[src/rtl/seg7_pkg.sv]
// seg7_pkg: shared definitions for the 7-segment scan driver.
//   - Active-low segment patterns {g,f,e,d,c,b,a} for 0..9, dash and blank.
//   - One-hot digit position codes, also used by the digit-sequencing FSM.
//   - Scan state encoding and a helper that classifies a position code.
package seg7_pkg;

    localparam logic [6:0] SEG_0     = 7'h40;
    localparam logic [6:0] SEG_1     = 7'h79;
    localparam logic [6:0] SEG_2     = 7'h24;
    localparam logic [6:0] SEG_3     = 7'h30;
    localparam logic [6:0] SEG_4     = 7'h19;
    localparam logic [6:0] SEG_5     = 7'h12;
    localparam logic [6:0] SEG_6     = 7'h02;
    localparam logic [6:0] SEG_7     = 7'h78;
    localparam logic [6:0] SEG_8     = 7'h00;
    localparam logic [6:0] SEG_9     = 7'h10;
    localparam logic [6:0] SEG_DASH  = 7'h3F;
    localparam logic [6:0] SEG_BLANK = 7'h7F;

    localparam logic [3:0] POS_NONE  = 4'h0;
    localparam logic [3:0] POS_3     = 4'h8;
    localparam logic [3:0] POS_2     = 4'h4;
    localparam logic [3:0] POS_1     = 4'h2;
    localparam logic [3:0] POS_0     = 4'h1;

    typedef enum logic {
        S_BLANK = 1'b0,
        S_ON    = 1'b1
    } scan_state_t;

    // A position code is legal when it is "no write" or exactly one position.
    function automatic logic sel_is_illegal(input logic [3:0] sel);
        logic bad;
        case (sel)
            POS_NONE, POS_3, POS_2, POS_1, POS_0: bad = 1'b0;
            default:                              bad = 1'b1;
        endcase
        return bad;
    endfunction

endpackage

[src/rtl/bcd_to_seg7.sv]
// bcd_to_seg7: combinational BCD to active-low 7-segment decoder.
// Ports:
//   digit  in  4  digit value; 0..9 decode to numerals, A..F show a dash
//   blank  in  1  force all segments off
//   seg    out 7  active-low segments {g,f,e,d,c,b,a}
module bcd_to_seg7
    import seg7_pkg::*;
(
    input  logic [3:0] digit,
    input  logic       blank,
    output logic [6:0] seg
);

    // Pattern lookup; non-BCD codes fall through to the dash pattern.
    always_comb begin
        seg = SEG_BLANK;
        if (blank) begin
            seg = SEG_BLANK;
        end else begin
            case (digit)
                4'd0:    seg = SEG_0;
                4'd1:    seg = SEG_1;
                4'd2:    seg = SEG_2;
                4'd3:    seg = SEG_3;
                4'd4:    seg = SEG_4;
                4'd5:    seg = SEG_5;
                4'd6:    seg = SEG_6;
                4'd7:    seg = SEG_7;
                4'd8:    seg = SEG_8;
                4'd9:    seg = SEG_9;
                default: seg = SEG_DASH;
            endcase
        end
    end

endmodule

[src/rtl/seg7_scan_driver.sv]
// seg7_scan_driver: captures digits from the sequencing FSM into a shadow
// bank, commits complete frames atomically, and time-multiplexes them onto a
// 4-digit common-anode display with a blanking gap at the start of each slot.
// Ports:
//   clk        in  1  system clock
//   rst        in  1  synchronous active-high reset
//   digit_in   in  4  BCD digit from the FSM
//   digit_sel  in  4  one-hot position (8 = leftmost .. 1 = rightmost), 0 = idle
//   an_n       out 4  anode enables, active-low, bit3 = leftmost
//   seg_n      out 7  segments, active-low {g,f,e,d,c,b,a}
//   dp_n       out 1  decimal point, active-low, always off
//   sel_err    out 1  one-cycle pulse after an illegal digit_sel
module seg7_scan_driver
    import seg7_pkg::*;
#(
    parameter int REFRESH_DIV  = 50000,
    parameter int BLANK_CYCLES = 500,
    parameter bit LZB_EN       = 1'b1
) (
    input  logic       clk,
    input  logic       rst,
    input  logic [3:0] digit_in,
    input  logic [3:0] digit_sel,
    output logic [3:0] an_n,
    output logic [6:0] seg_n,
    output logic       dp_n,
    output logic       sel_err
);

    localparam int             CNT_W      = $clog2(REFRESH_DIV);
    localparam logic [CNT_W-1:0] CNT_LAST   = CNT_W'(REFRESH_DIV - 1);
    localparam logic [CNT_W-1:0] BLANK_LAST = CNT_W'(BLANK_CYCLES - 1);

    logic [3:0][3:0]  shadow_r;
    logic [3:0][3:0]  disp_r;
    logic [CNT_W-1:0] cnt_r;
    logic [1:0]       slot_r;
    scan_state_t      state_r;
    scan_state_t      state_s;
    logic             wrap_s;
    logic [3:0]       cur_digit_s;
    logic             blank_s;
    logic [6:0]       dec_seg_s;
    logic [3:0]       an_n_r;
    logic [6:0]       seg_n_r;
    logic             sel_err_r;

    assign wrap_s  = (cnt_r == CNT_LAST);
    assign an_n    = an_n_r;
    assign seg_n   = seg_n_r;
    assign sel_err = sel_err_r;
    assign dp_n    = 1'b1;

    // Shadow capture; a position-0 write publishes the whole frame at once,
    // taking digit 0 straight from the input since shadow[0] updates on the same edge.
    always_ff @(posedge clk) begin
        if (rst) begin
            shadow_r  <= '0;
            disp_r    <= '0;
            sel_err_r <= 1'b0;
        end else begin
            sel_err_r <= sel_is_illegal(digit_sel);
            case (digit_sel)
                POS_3: shadow_r[3] <= digit_in;
                POS_2: shadow_r[2] <= digit_in;
                POS_1: shadow_r[1] <= digit_in;
                POS_0: begin
                    shadow_r[0] <= digit_in;
                    disp_r      <= {shadow_r[3], shadow_r[2], shadow_r[1], digit_in};
                end
                default: ;
            endcase
        end
    end

    // Phase counter and slot index; slots run leftmost to rightmost.
    always_ff @(posedge clk) begin
        if (rst) begin
            cnt_r  <= '0;
            slot_r <= 2'd3;
        end else if (wrap_s) begin
            cnt_r  <= '0;
            slot_r <= slot_r - 2'd1;
        end else begin
            cnt_r  <= cnt_r + {{(CNT_W-1){1'b0}}, 1'b1};
            slot_r <= slot_r;
        end
    end

    // Scan state register.
    always_ff @(posedge clk) begin
        if (rst) begin
            state_r <= S_BLANK;
        end else begin
            state_r <= state_s;
        end
    end

    // Next scan state: ON once the counter reaches BLANK_CYCLES, BLANK again at the wrap.
    always_comb begin
        state_s = state_r;
        case (state_r)
            S_BLANK: begin
                if (cnt_r == BLANK_LAST) begin
                    state_s = S_ON;
                end else begin
                    state_s = S_BLANK;
                end
            end
            S_ON: begin
                if (wrap_s) begin
                    state_s = S_BLANK;
                end else begin
                    state_s = S_ON;
                end
            end
            default: state_s = S_BLANK;
        endcase
    end

    // Current slot digit and leading-zero blanking, judged on the committed frame.
    always_comb begin
        cur_digit_s = disp_r[slot_r];
        blank_s     = 1'b0;
        if (LZB_EN) begin
            case (slot_r)
                2'd3:    blank_s = (disp_r[3] == 4'd0);
                2'd2:    blank_s = (disp_r[3] == 4'd0) && (disp_r[2] == 4'd0);
                2'd1:    blank_s = (disp_r[3] == 4'd0) && (disp_r[2] == 4'd0)
                                   && (disp_r[1] == 4'd0);
                default: blank_s = 1'b0;
            endcase
        end else begin
            blank_s = 1'b0;
        end
    end

    bcd_to_seg7 u_dec (
        .digit (cur_digit_s),
        .blank (blank_s),
        .seg   (dec_seg_s)
    );

    // Registered display drive, one cycle behind the scan state.
    always_ff @(posedge clk) begin
        if (rst) begin
            an_n_r  <= 4'hF;
            seg_n_r <= SEG_BLANK;
        end else if (state_r == S_ON) begin
            an_n_r  <= ~(4'b0001 << slot_r);
            seg_n_r <= dec_seg_s;
        end else begin
            an_n_r  <= 4'hF;
            seg_n_r <= SEG_BLANK;
        end
    end

endmodule

[config.mk]
export PLATFORM = sky130hd
export DESIGN_NAME = seg7_scan_driver
export DESIGN_NICKNAME = d
export VERILOG_FILES = /design/src/rtl/seg7_pkg.sv /design/src/rtl/bcd_to_seg7.sv /design/src/rtl/seg7_scan_driver.sv
export SDC_FILE = /design/constraint.sdc
export NUM_CORES = 1
export LEC_CHECK = 0
export ABC_AREA = 1
export BUFFER_PORTS_ARGS = -buffer_cell sky130_fd_sc_hd__buf_2
export CAP_MARGIN = 10
export CORE_MARGIN = 1.5
export CORE_UTILIZATION = 45
export CTS_CLUSTER_SIZE = 30
export DETAILED_ROUTE_END_ITERATION = 16
export PLACE_DENSITY_LB_ADDON = 0.12
export SLEW_MARGIN = 20
export SYNTH_ARGS = -nofsm -noshare
export SYNTH_HDL_FRONTEND = slang
export SYNTH_SLANG_ARGS = --single-unit
[constraint.sdc]
create_clock -name clk -period 4.4 [get_ports clk]
set_input_delay 0.44 -clock clk [delete_from_list [all_inputs] [get_ports clk]]
set_output_delay 0.44 -clock clk [all_outputs]
set_load 0.02 [all_outputs]
After elaboration in Yosys (flattened, before gate mapping)
Memories as Yosys holds them, arrays and structs flattened. A register that Yosys moved wholly into a read port is not among the register bits. Index checks and enable logic that the tools add are counted.

Word-level logic and storage cells: 45. ROM bits: 112. Register bits after elaboration: 52. Memories: 1. Output and inout port bits: 13. Bits of input ports: 10.

Bitwise operators: 2. Add/subtract/negate cells: 2. Order comparisons: 1. Equality and inequality tests: 9. Shift operators: 1. Mux-type cells: 7. Reductions and logical operators: 10.

Memory list: (name not given) (words 16, bits a word 7, read ports 1, clocked after memory_dff 1, wr ports 0, line bcd_to_seg7.sv:20) `case (digit)`.

Operators with widths (number): adder 16 x 1 -> 16 bit (second input constant) (1); equality test 16 bit (second input constant) (1); equality test 16 x 9 -> 1 bit (second input constant) (1); zero test 4 bit (4); binary-select mux 4 bit (select 2 bit) (1); OR reduction 5 bit (1); equality test 2 bit (second input constant) (2); equality test 4 x 1 -> 1 bit (second input constant) (1); equality test 4 x 2 -> 1 bit (second input constant) (1); equality test 4 x 3 -> 1 bit (second input constant) (1); equality test 4 bit (second input constant) (1); 2-to-1 mux 4 bit (1); NOT 4 bit (1); OR reduction 2 bit (2); left shift 1 x 2 -> 4 bit (first input constant) (1); < comparator 2 x 3 -> 1 bit (second input constant) (1); 2-to-1 mux 1 bit (3); one-hot mux 1 bit (3 select lines) (1); OR reduction 3 bit (1); equality test 2 x 1 -> 1 bit (second input constant) (1); logical AND 1 bit (2); one-hot mux 1 bit (2 select lines) (1); subtractor 2 x 1 -> 2 bit (second input constant) (1); NOT 1 bit (1).

Depth between registers and ports, before layout
Gate-level depths: netlist of run 1.

Depth after elaboration: 5. Gate-level depth with buffers: 13. Gate-level depth less buffers: 12.

Hierarchy
From an unflattened synthesis of run 1, not the netlist that was laid out.

Cell total of the unflattened synthesis: 381. Area, all modules: 2746.4 µm².

By module, submodules not included: seg7_scan_driver (area an instance 2549.9 µm², instances 1, cells an instance 344, seq. area each 1181.1 µm²); bcd_to_seg7 (area an instance 196.4 µm², instances 1, cells an instance 37, seq. area each 0.0 µm²).

Worst setup path after synthesis of run 1
OpenSTA, ideal clock, no wires.

Path kind: flip-flop to flip-flop. Start point: register slot_r[0]. End point: register seg_n_r[3] (netlist: seg_n[3]). Stages on the path, launching flop included: 13. Buffers on the path: 1. Data required time: 4.271 ns. Data arrival time: 1.396 ns. Slack: 2.875 ns. Cell sequence: dfxtp_1 -> buf_6 -> inv_4 -> nand2_1 -> nand3_1 -> nand2_1 -> inv_1 -> ha_1 -> nand3_1 -> nand3_1 -> nand2_1 -> inv_1 -> nand2_1.

Cells in the longest elaborated chain, start to end: 3. Elaborated cells on any way between the ends: 7. Classes of those cells: eq/ne: 3; mux: 3; reduce/logical: 1.

Ends and longest elaborated chain: from (decl) (line seg7_scan_driver.sv:37) `logic [1:0] slot_r;`; from (signal assigned) (line seg7_scan_driver.sv:83) `slot_r <= slot_r - 2'd1;`; from (signal assigned) (line seg7_scan_driver.sv:86) `slot_r <= slot_r;`; equality test 2 x 1 -> 1 bit or equality test 2 bit (tied branches) (line seg7_scan_driver.sv:126) `case (slot_r)`; one-hot mux 1 bit (3 select lines) (line seg7_scan_driver.sv:126); OR reduction 3 bit (no source line); to (decl) (line seg7_scan_driver.sv:45) `logic [6:0] seg_n_r;`.

Several ways; a longest one is shown, not always the timed one. The select of a mux whose other input is x is not followed. A chain may end at the register's enable or synchronous reset.

Worst setup path after layout of run 1
Start point: register slot_r[0]. End point: register seg_n_r[5] (netlist: seg_n[5]).

The elaborated chain is that of the path after synthesis.

==> results of run 1 <==
[worst max-delay path, stage by stage (launching register included)]
cell,delay (ps)
dfxtp_1,610
inv_4,140
nand2_1,90
nand3_1,70
nand2_1,180
inv_1,110
ha_1,200
inv_1,50
nand3_1,90
nand3_1,110
nand2_1,50
inv_1,40
nand2_1,40
[path summary, 6_finish.rpt]
kind	startpoint	to	slack [ps]
setup / recovery	slot_r[0]	seg_n[5]	2510
hold / removal	rst	sel_err	350
setup reg to reg	slot_r[0]	seg_n[5]	2510
hold reg to reg	cnt_r[0]	cnt_r[0]	460
[metrics by stage]
stage,total power (W),hold WS (ps),setup slack [ps],instance area (um2),utilization [%]
after global placement,0.000627,441,2510,2900,49.0
after detailed placement,0.000628,444,2440,2900,49.0
after global routing,0.00126,346,2310,3140,53.1
final,0.00121,348,2510,3140,53.1
after floorplan,0.000612,427,2870,2760,-
after CTS,0.00122,337,2490,3140,53.1
[layout by cell type, fill, tap and decap left out, drive strengths merged, types with 10 or more instances in the layout]
master,instances
nor2,67
nand2,74
nand3,36
dfxtp,59
nor3,10
ha,11
inv,43
o21ai,30
buf,21
a21oi,16
[where the power goes]
group | switching, W | leakage [nW] | internal (W)
Combinational | 0.0000414 | 0.707 | 0.0000218
Clock | 0.000222 | 0.119 | 0.000375
Sequential | 0.00000695 | 0.479 | 0.000546
[metal layers]
metal,share of wire [%],vias up
met4,1.2,0
met3,3.5,6
li1,-,1252
met1,55,1009
met5,0,-
met2,40,45
[area by class of cell]
type	instances	area share, %
Multi-Input combinational cell	264	43.1
Clock inverter	7	3.70
Clock buffer	9	3.94
Sequential cell	59	37.6
Inverter	44	5.33
Timing Repair Buffer	21	3.34
Tap cell	75	2.99
[flip-flops by register name, summed over array words and instances (netlist names)]
register / count
cnt_r: 16
disp_r: 16
shadow_r: 12
seg_n: 7
an_n: 4
slot_r: 2
sel_err: 1
state_r: 1
[kinds of logic (layout without fill, tap and decap cells)]
group	count (synthesis)	in the layout	synth area share, %
AOI/OAI and AO/OA	47	47	8.88
buffers and inverters	52	81	8.20
adders and majority gates	11	11	4.98
and+or+nand+nor	200	200	33.5
xor gates and xnor gates	5	5	1.59
other	1	1	0.136
DFF	59	59	42.8
==> summary.md, run 1 <==
| Metric | Value |
|---|---|
| Cts hold-fix bufs | 0 |
| FMAX | 0.530 GHz |
| Multi-input combinational cell area | 1360 um2 |
| Clock latency on the worst-skew pair | 320 ps |
| RSZ-0062 raised after global routing | no |
| Initial antenna violation count | 0 |
| Period utilization | 42.8% |
| Share of flip-flops with an asynchronous set or reset | 0% |
| Port buffer count | 21 |
| Die height | a little over 80 um |
| TritonCTS clock tree | yes |
| Worst endpoint required time | 4600 ps |
| Number of synthesized register bits | 59 |
| Leakage | about 1.3 nW |
| Hold path depth | 2 |
| Initial drt markers | 121 |
| CTS clk-pin slew, worst paths | about 70 ps |
| GR Layer Usage met2 | roughly a quarter |
| Row cnt | 28 |
| EDFF count, synth | 0 |
| Arrival @ worst endpoint | 2090 ps |
| TritonCTS Buffers | 9 |
| Non-Filler Instances | 479 |
| Synth area leaders | dfxtp_1 (43%), nand2_1 (9.4%), nor2_1 (8.2%), nand3_1 (6.0%), inv_1 (5.4%) |
| Met3 Use GR | 3.93% |
| Core area | 5920 um2 |
| Storage cell area | 1180 um2 |
| Vias in the first global route | around 2,000 |
| Synth Cell Area | 2760 um2 |
| Wirelength per Cell | ~11 um |
| Final Max Slew Viols | 0 |
| CP startpoint kind | register |
| Tot GR Track Use | 18.3% |
| Area grow syn2layout | 13.8% |
| # resized after CTS | 0 |
| Detailed Place HPWL | 3.93 mm |
| Layout filler cell count | 585 |
| Max Clock Skew | 8.33 ps |
| Final Setup Violations | 0 |
| Status | completed |
| Power Density | 386 nW/um2 |
| Pre-antenna DRT Iters | 4 |
| Final hold vios | 0 |
| Clock period minus worst slack | 1890 ps |
| Global-route wire length before repair | between 9 and 10 mm |
| Layout cells sized above 1 | 14.9% |
| Busiest grt layer | met1 |
| Mapped Cells | 375 |
| Routed Antenna Nets | 0 |
| Number of diodes | 0 |
| Post-route DRC violation count | 0 |
| Pin count of the biggest net entering global routing | 32 |
| Kind of critical path | register to register |
| Setup crit end kind | register |
| Top-count cell post-synth | nand2_1 |
| Worst min-delay path category | primary input to register |
| Yosys top cell by area | dfxtp_1 |
| Slew margin rel. | 48.9% |
| Share of the synthesized area in the top cell type | 42.8% |
| Met1 track demand over resource | 26.4% |
| Vias per inst | 4.83 |
| FF-to-FF path depth | 12 |
| Measured slew at the worst slew-check pin | ~770 ps |
| Initial Util | between 40% and 50% |
| Library cells used by synthesis | 32 |
| Nets | 420 |
| Placed cell count | 463 |
| H-tree depth | 3 |
| TritonCTS Sinks | 59 |
| Die area | approximately 6600 um2 |
| Congestion Overflow GR | 0 |
| Detailed-route via count | 2,312 |
| Die width | between 80 and 90 um |
| Top_reg_cell synth | dfxtp_1 |
| Gpl congestion | 0.810 |
| Postcts setup bufs | 0 |
| Setup TNS | 0 ps |
| CP Max Fanout | 12 |
| Synthesis warning total | 0 |
| Root buffer cell | clkbuf_8 |
| I/O Pins | 23 |
| Maximum vdd drop | 0.198 mV |
| Syn_nets | 396 |
| Syn_area_per_cell | 7.37 um2 |
| Max cap viols | 0 |
| Routed WL | 5.39 mm |
| Register area share after synthesis | 42.8% |
| Top post-synthesis cells by count | nand2_1 (69), nor2_1 (60), dfxtp_1 (59), inv_1 (40), nand3_1 (33) |
| Clk buf depth | 2 |
Note: power is estimated with default switching activity, not from simulation.
==> run 2, diff against run 1 <==
Clock period 4.4 ns to 1.6 ns, I/O delays scaled along.
==> run 2 against run 1 <==
Effect of this change:
- first-iteration DRC count rose by 36%
- non-clock buffer count rose by 13
- largest power group is now sequential cells
- cell count rose by 2.7%
- core utilization rose by 1.4 points
- global-route usage rose by 0.42 points
- critical path type unchanged
- sequential power rose to 2.7 times the previous value
- design area rose by 2.7%
==> summary.md, run 2 (synthesis gave the netlist of run 1 again) <==
| Metric | Value |
|---|---|
| Cts hold-fix bufs | 0 (unchanged) |
| Layout cells sized above 1 | 19.2% (+4.3 points) |
| Maximum vdd drop | 0.708 mV (+260%) |
| Core area | 5920 um2 (unchanged) |
| Max Clock Skew | 6.61 ps (-1.72 ps) |
| Most used cell, CP | nand3_1 |
| FF-to-FF setup slack | 100 ps (-2420 ps) |
| Vias per inst | 4.79 (-0.66%) |
| Detailed-route via count | 2,359 (+2.0%) |
| Area grow syn2layout | 16.8% |
| Worst reg2reg endpoint | seg_n[0] |
| Worst min-delay path category | primary input to register |
| Tot GR Track Use | 18.7% (+0.42 points) |
| Final Hold Slack | 80.7 ps (-267 ps) |
| Max cap viols | 0 (unchanged) |
| Congestion Overflow GR | 0 (unchanged) |
| Period utilization | 94.0% (+51 points) |
| Slowest-stage cell, CP | dfxtp_2 |
| Initial drt markers | 165 (+36%) |
| Initial Util | 46.7% (unchanged) |
| Root buffer cell | clkbuf_8 |
| Layout filler cell count | 570 (-2.6%) |
| Clock latency on the worst-skew pair | 330 ps (about the same) |
| Biggest regs | cnt_r (16), disp_r (16), shadow_r (12) |
| FMAX | 0.665 GHz (+25%) |
| CTS clk-pin slew, worst paths | 70 ps (about the same) |
| Commonest non-fill, non-tap cell in the layout | nand2_1 |
| Final core occ | 54.5% (+1.4 points) |
| FF-to-FF path depth | 11 (-1) |
| Nets | 433 (+3.1%) |
| Gpl congestion | 0.910 (+12%) |
| CP Buf/Inv Count | 4 (unchanged) |
| CP Max Fanout | 7 (-5) |
| CP startpoint kind | register |
| Critical-path cell list | inv_2 > nand3_1 > nand2_2 > buf_4 > ha_1 > inv_1 > nand3_1 > nand3_1 > nand2_1 > inv_1 > nand2_1 |
| Post-route DRC violation count | 0 (unchanged) |
| Global-route wire length before repair | 9.50 mm (+2.8%) |
| Hold path depth | 2 (unchanged) |
| Number of diodes | 0 (unchanged) |
| Routed Antenna Nets | 0 (unchanged) |
| Final hold vios | 0 (unchanged) |
| Setup crit end kind | register |
| Clock period minus worst slack | 1500 ps (-381 ps) |
| Wirelength per Cell | 11.4 um (+1.5%) |
| Die width | 81.4 um (unchanged) |
| Die area | 6620 um2 (unchanged) |
| TritonCTS Sinks | 59 (unchanged) |
| Routed WL | 5.62 mm (+4.2%) |
| H-tree depth | 3 (unchanged) |
| Pre-antenna DRT Iters | 4 (unchanged) |
| Worst path max stage delay | 400 ps (-210 ps) |
| Port buffer count | 21 (unchanged) |
| Delay-heaviest family, CP | simple AND/OR/NAND/NOR gates |
| Worst endpoint required time | 1820 ps (-2780 ps) |
| Leading cell types in the layout, fill and taps excluded | nand2_1 (68), nor2_1 (60), dfxtp_1 (57) |
| Worst Hold End | sel_err |
| Leakage | 1.34 nW (+3.0%) |
| Worst Min Path Start | rst |
| Die height | 81.4 um (unchanged) |
| I/O Pins | 23 (unchanged) |
| TritonCTS clock tree | yes |
| Detailed Place HPWL | 4.04 mm (+2.7%) |
| Pin count of the biggest net entering global routing | 29 (-9.4%) |
| TritonCTS Buffers | 9 (unchanged) |
| Reg2reg start | slot_r[1] |
| Vias in the first global route | 2,141 (+7.3%) |
| Final Setup Violations | 0 (unchanged) |
| Clk buf depth | 2 (unchanged) |
| Initial antenna violation count | 0 (unchanged) |
| Kind of critical path | register to register |
| Final Max Slew Viols | 0 (unchanged) |
| Status | completed |
| Row cnt | 28 (unchanged) |
| Power Density | 952 nW/um2 (+150%) |
| Arrival @ worst endpoint | 1720 ps (-370 ps) |
run 2: changes by cell type in the layout (fill, tap and decap cells not counted), sizes merged:
cell      before  now
buf           21   34
clkinvlp       1    3
bufinv         3    1
run 2: layer usage:
layer / vias up / global-route usage [%] / wire length, um / share of wire, %
met1: 1013 / 26.4 / 2950 / 52
met3: 8 / 4.27 / 255 / 4.5
li1: 1285 / - / - / -
met2: 53 / 26.5 / 2340 / 42
met5: - / 0 / 0 / 0
met4: 0 / 8.79 / 78 / 1.4
run 2: through the flow:
| stage | TNS (ps) | std cells | setup slack [ps] | power (W) | area (um2) |
|---|---|---|---|---|---|
| final | 0 | 492 | 95.8 | 0.00307 | 3230 |
| after global routing | -74.1 | 492 | -51.5 | 0.00319 | 3230 |
| after CTS | 0 | 487 | 56.3 | 0.00310 | 3170 |
| after detailed placement | -18.6 | 471 | -18.6 | 0.00174 | 2960 |
| after global placement | 0 | 471 | 7.21 | 0.00173 | 2960 |
| after floorplan | 0 | 375 | 74.8 | 0.00168 | 2760 |
run 2: how the worst max path moves through the flow:
stage / start / to / depth (start not counted)
finish: slot_r[1] / seg_n[0] / 11
detailed placement: slot_r[0] / seg_n[5] / 12
global route: slot_r[0] / seg_n[3] / 11
global placement: slot_r[0] / seg_n[5] / 12
floorplan: slot_r[0] / seg_n[3] / 12
CTS: slot_r[0] / seg_n[5] / 12
run 2: area by class of cell:
class                   count  area [um2]  share of cell area (%)
multi-input cells         264        1370                    42.5
flip-flops and latches     59        1190                    36.8
repair buffers             34         203                    6.28
inverters                  44         170                    5.27
clock buffers               9         124                    3.84
well taps                  75        93.8                    2.91
clock inverters             7        78.8                    2.44
run 2: power by group:
part	switching, W	internal (W)	total, W
registers	0.0000196	0.00150	0.00152
clock network	0.000640	0.000726	0.00137
logic	0.000118	0.0000696	0.000187
total	0.000778	0.00229	0.00307
run 2: repair_timing:
action,4_1_cts,5_1_grt
resized for setup,1,8
gates cloned,0,0
endpoints found under the setup margin,2,5
hold endpoints to repair,0,0
buffers inserted,0,5
pin swaps,0,3
run 2: worst reg2reg max path, stage by stage (launching register included):
cell and delay (ps):
dfxtp_2 400, inv_2 100, nand3_1 110, nand2_2 100, buf_4 150, ha_1 190
inv_1 60, nand3_1 70, nand3_1 80, nand2_1 50, inv_1 40, nand2_1 40
